## config.mk

```make
export PLATFORM = sky130hd
export DESIGN_NAME = VX_mem_model_rsp_fifo
export DESIGN_NICKNAME = d
export VERILOG_FILES = /design/src/rtl/vx_mem_model_rsp_fifo.sv
export SDC_FILE = /design/constraint.sdc
export NUM_CORES = 1
export LEC_CHECK = 0
export ABC_CLOCK_PERIOD_IN_PS = 2090
export CORE_MARGIN = 2
export CORE_UTILIZATION = 43
export DETAILED_ROUTE_END_ITERATION = 7
export GPL_TIMING_DRIVEN = 0
export PLACE_DENSITY = 0.73
export SLEW_MARGIN = 0
export SYNTH_ARGS = -nofsm -noshare
export SYNTH_HDL_FRONTEND = slang
export SYNTH_SLANG_ARGS = --single-unit
```

## constraint.sdc

```tcl
create_clock -name clk -period 2.09 [get_ports clk]
set_input_delay 0.5225 -clock clk [delete_from_list [all_inputs] [get_ports clk]]
set_output_delay 0.5225 -clock clk [all_outputs]
set_load 0.01 [all_outputs]
```

## src/rtl/vx_mem_model_rsp_fifo.sv

```systemverilog
// Response FIFO for the memory model; count feeds credit accounting.
// Push into a full FIFO is accepted only together with a pop.
module VX_mem_model_rsp_fifo #(
  parameter int DEPTH = 4,
  parameter type T = logic
) (
  input logic clk,
  input logic reset,
  input logic push,
  input logic pop,
  input T data_in,
  output T data_out,
  output logic full,
  output logic empty,
  output logic [$clog2(DEPTH):0] count
);
  localparam int AW = $clog2(DEPTH);
  localparam logic [AW:0] CNT_ONE = (AW+1)'(1);
  localparam logic [AW-1:0] PTR_ONE = AW'(1);

  T mem [DEPTH];
  logic [AW-1:0] rd_ptr;
  logic [AW-1:0] wr_ptr;
  logic do_push;
  logic do_pop;

  assign empty = (count == '0);
  assign full = (count == (AW+1)'(DEPTH));
  assign do_pop = pop && !empty;
  assign do_push = push && (!full || do_pop);
  assign data_out = mem[rd_ptr];

  always_ff @(posedge clk or negedge reset) begin
    if (!reset) begin
      rd_ptr <= '0;
      wr_ptr <= '0;
      count <= '0;
    end else begin
      if (do_push) wr_ptr <= wr_ptr + PTR_ONE;
      if (do_pop) rd_ptr <= rd_ptr + PTR_ONE;
      case ({do_push, do_pop})
        2'b10: count <= count + CNT_ONE;
        2'b01: count <= count - CNT_ONE;
        default: count <= count;
      endcase
    end
  end

  always_ff @(posedge clk) begin
    if (do_push) mem[wr_ptr] <= data_in;
  end
endmodule

```

==> run metrics <==
Sw Share=34.42%; clock share of power=13.1%; unrepaired setup endpoints after global routing=true; Inst Count DP=68; Hold Crit Class=in2async; Combinational Power Share=52.4%; relative slew slack=78.71%; sequential cell fraction of total power=34.5%; Crit path largest cell delay=420 ps; syn nets=54; Pleak=0.3692 nW; via/cell ratio=4.675; internal cell power=0.7212 mW; worst-skew pair later-pin latency=about 270 ps; switching power=between 0.3 and 0.4 mW; Largest delay share family, worst path=simple AND/OR/NAND/NOR gates; pre-CTS setup slack=-194.2 ps; Ys Warns=0; 1st-pass router iterations=2; # IOs=11; H-tree depth=1; Least-Margin Pin Slew=318.4 ps; Non-Filler Instances=just under 80; detailed placer's ending HPWL=679 µm; CTS tree=done; GRT Util Overall=14.88%; Die ar.=1660 µm²; Seq cells post-synth=11; Fmax=479.4 MHz; worst setup path class=reg2reg; crit path capture type=register; crit path time final=2086 ps; number of global-route vias before repair=about 330; ant diodes=0; Remaining DRCs=0; endpoints failing setup=0; Post-DRT Antenna Nets=0; fin worst setup slack=4.184 ps; clock sinks=11; power density over the cells=1406 nW/µm²; cell count after synthesis=43; Core Region=1285 µm²; Area contributors post-synth=dfrtp_1, edfxtp_1, ha_1; leading area contributor after synthesis=dfrtp_1; Cell Chain, Critical Path=or3b_4, o21a_4, inv_2, ha_4, inv_2, fa_2, xor2_1, nor2_1, xor2_1; Final Skew=about 1.4 ps; CTS Hold Bufs=0; DR vias=360; IR drop worst, VDD=about 0.00074 V; CTS max path bufs=2; most common cell after layout, fill and taps aside=clkdlybuf4s50_1; outcome=finished clean; Bufs and invs on worst path=2; grt total ovfl=0; ratio of final minimum period to clock period=99.80%; Site Rows=13; max cap viols=0; RePlAce Congestion=0.6399; routed len/inst=12.69 µm; Num CTS Buffers=3; crit start category=register; share of layout cells above drive strength 1=35.48%; initial antenna violation count=0; Pwr Total=between 1 and 1.5 mW; worst hold slack=509.7 ps; Seq/Total Area, Yosys=between 50% and 60%; Mapped Area=580.6 µm²; CP max-delay cell=dfrtp_2; Worst-path clk slew=70 ps; largest fanout on the critical path=2; nets=74; Initial DRC Count=4; commonest non-fill, non-tap cells in the layout=clkdlybuf4s50_1, dfrtp_1, inv_1, buf_4; Horiz. Die Dim=40.75 µm; initial core utilization=45.18%; die height=40.75 µm; area grow syn2layout=34.70%; Worst Path Required=2280 ps; # port buffers=10; global-route wire length before repair=1455 µm; final hold viol count=0; Final Max Tran Viols=0; Distinct cells, synth=17; synthesized area per cell=13.50 µm²; post-synth top area share=between 30% and 40%; WL final=977 µm; clk root buf=clkbuf_4; WP data arrival=2280 ps; largest net degree at the start of global routing=8
## through the flow
step,setup TNS [ps],utilization (%),cell area (µm²)
floorplan,-24.12,-,599.3
global placement,-230.3,55.89,718.2
detailed placement,-256.5,55.89,718.2
CTS,0,60.66,779.5
global route,-74.07,60.86,782.0
finish,0,60.86,782.0
## cell usage after synthesis
cell type  count
inv_1          7
nor2_1         1
xnor2_1        3
nand2_1        1
and2_2         4
edfxtp_1       4
fa_1           1
mux2i_1        1
o31a_2         1
ha_1           5
o21a_4         1
or3b_1         1
dfrtp_1        7
mux2_4         1
nor3_1         1
mux4_2         1
xor2_1         3
## cell type report
| type | instances | area, µm² |
|---|---|---|
| fill | 97 | 503.0 |
| sequential | 11 | 296.5 |
| multi-input combinational | 25 | 276.5 |
| timing repair buffer | 15 | 137.6 |
| clock buffer | 4 | 26.28 |
| inverter | 7 | 26.28 |
| tap | 15 | 18.77 |
## path summary, 6_finish.rpt
path	depth (start not counted)	startpoint	to	slack (ps)
max reg2reg	9	count[0]	count[2]	4
max	9	count[0]	count[2]	4
min	1	reset	count[2]	510
max in group asynchronous	1	reset	count[0]	1320
min reg2reg	1	rd_ptr[1]	rd_ptr[1]	520
min in group clk	1	rd_ptr[1]	rd_ptr[1]	520
## registers in the layout, summed over array words and instances (netlist names)
signal,cells
count,3
mem,4
rd_ptr,2
wr_ptr,2
## metal layers
layer  GRT usage (%)  vias up  part of all wire (%)  routed length [µm]
met1           17.42      175                    47                 458
met3           8.152        2                   4.0                  39
li1                -      176                     -                   -
met2           21.83        7                    48                 471
met5               0        -                     0                   0
met4           7.500        0                  0.72                   7
## worst register-to-register path: cells and delay by family (launching register included)
kind                     cells  cell delay (ps)
AND/OR/NAND/NOR              2              520
adder cells (fa/ha/maj)      2              470
flip-flops                   1              420
XOR/XNOR                     2              310
AO/OA/AOI/OAI                1              210
buffers and inverters        2              100
## power by group through the flow
| stage | clock [mW] | sequential, mW | combinational (mW) |
|---|---|---|---|
| after floorplan | 0 | 0.406 | 0.309 |
| after global placement | 0 | 0.411 | 0.478 |
| after detailed placement | 0 | 0.418 | 0.495 |
| after CTS | 0.148 | 0.377 | 0.585 |
| after global routing | 0.158 | 0.388 | 0.647 |
| final | 0.145 | 0.379 | 0.576 |
## cells by family after synthesis
family	Yosys count	share of synthesized area, %
XOR/XNOR	6	9.053
AO/OA/AOI/OAI	2	4.310
flip-flops	11	50.86
buffers and inverters	7	4.527
AND/OR/NAND/NOR	8	8.835
multiplexers	3	8.189
adder cells (fa/ha/maj)	6	14.22
## what timing repair did
item | 4_1_cts | 5_1_grt
buffers inserted | 5 | 0
resized for setup | 2 | 1
gates cloned | 0 | 0
setup endpoints to repair | 3 | 2
pin swaps | 2 | 1
Note: power is estimated with default switching activity, not from simulation.
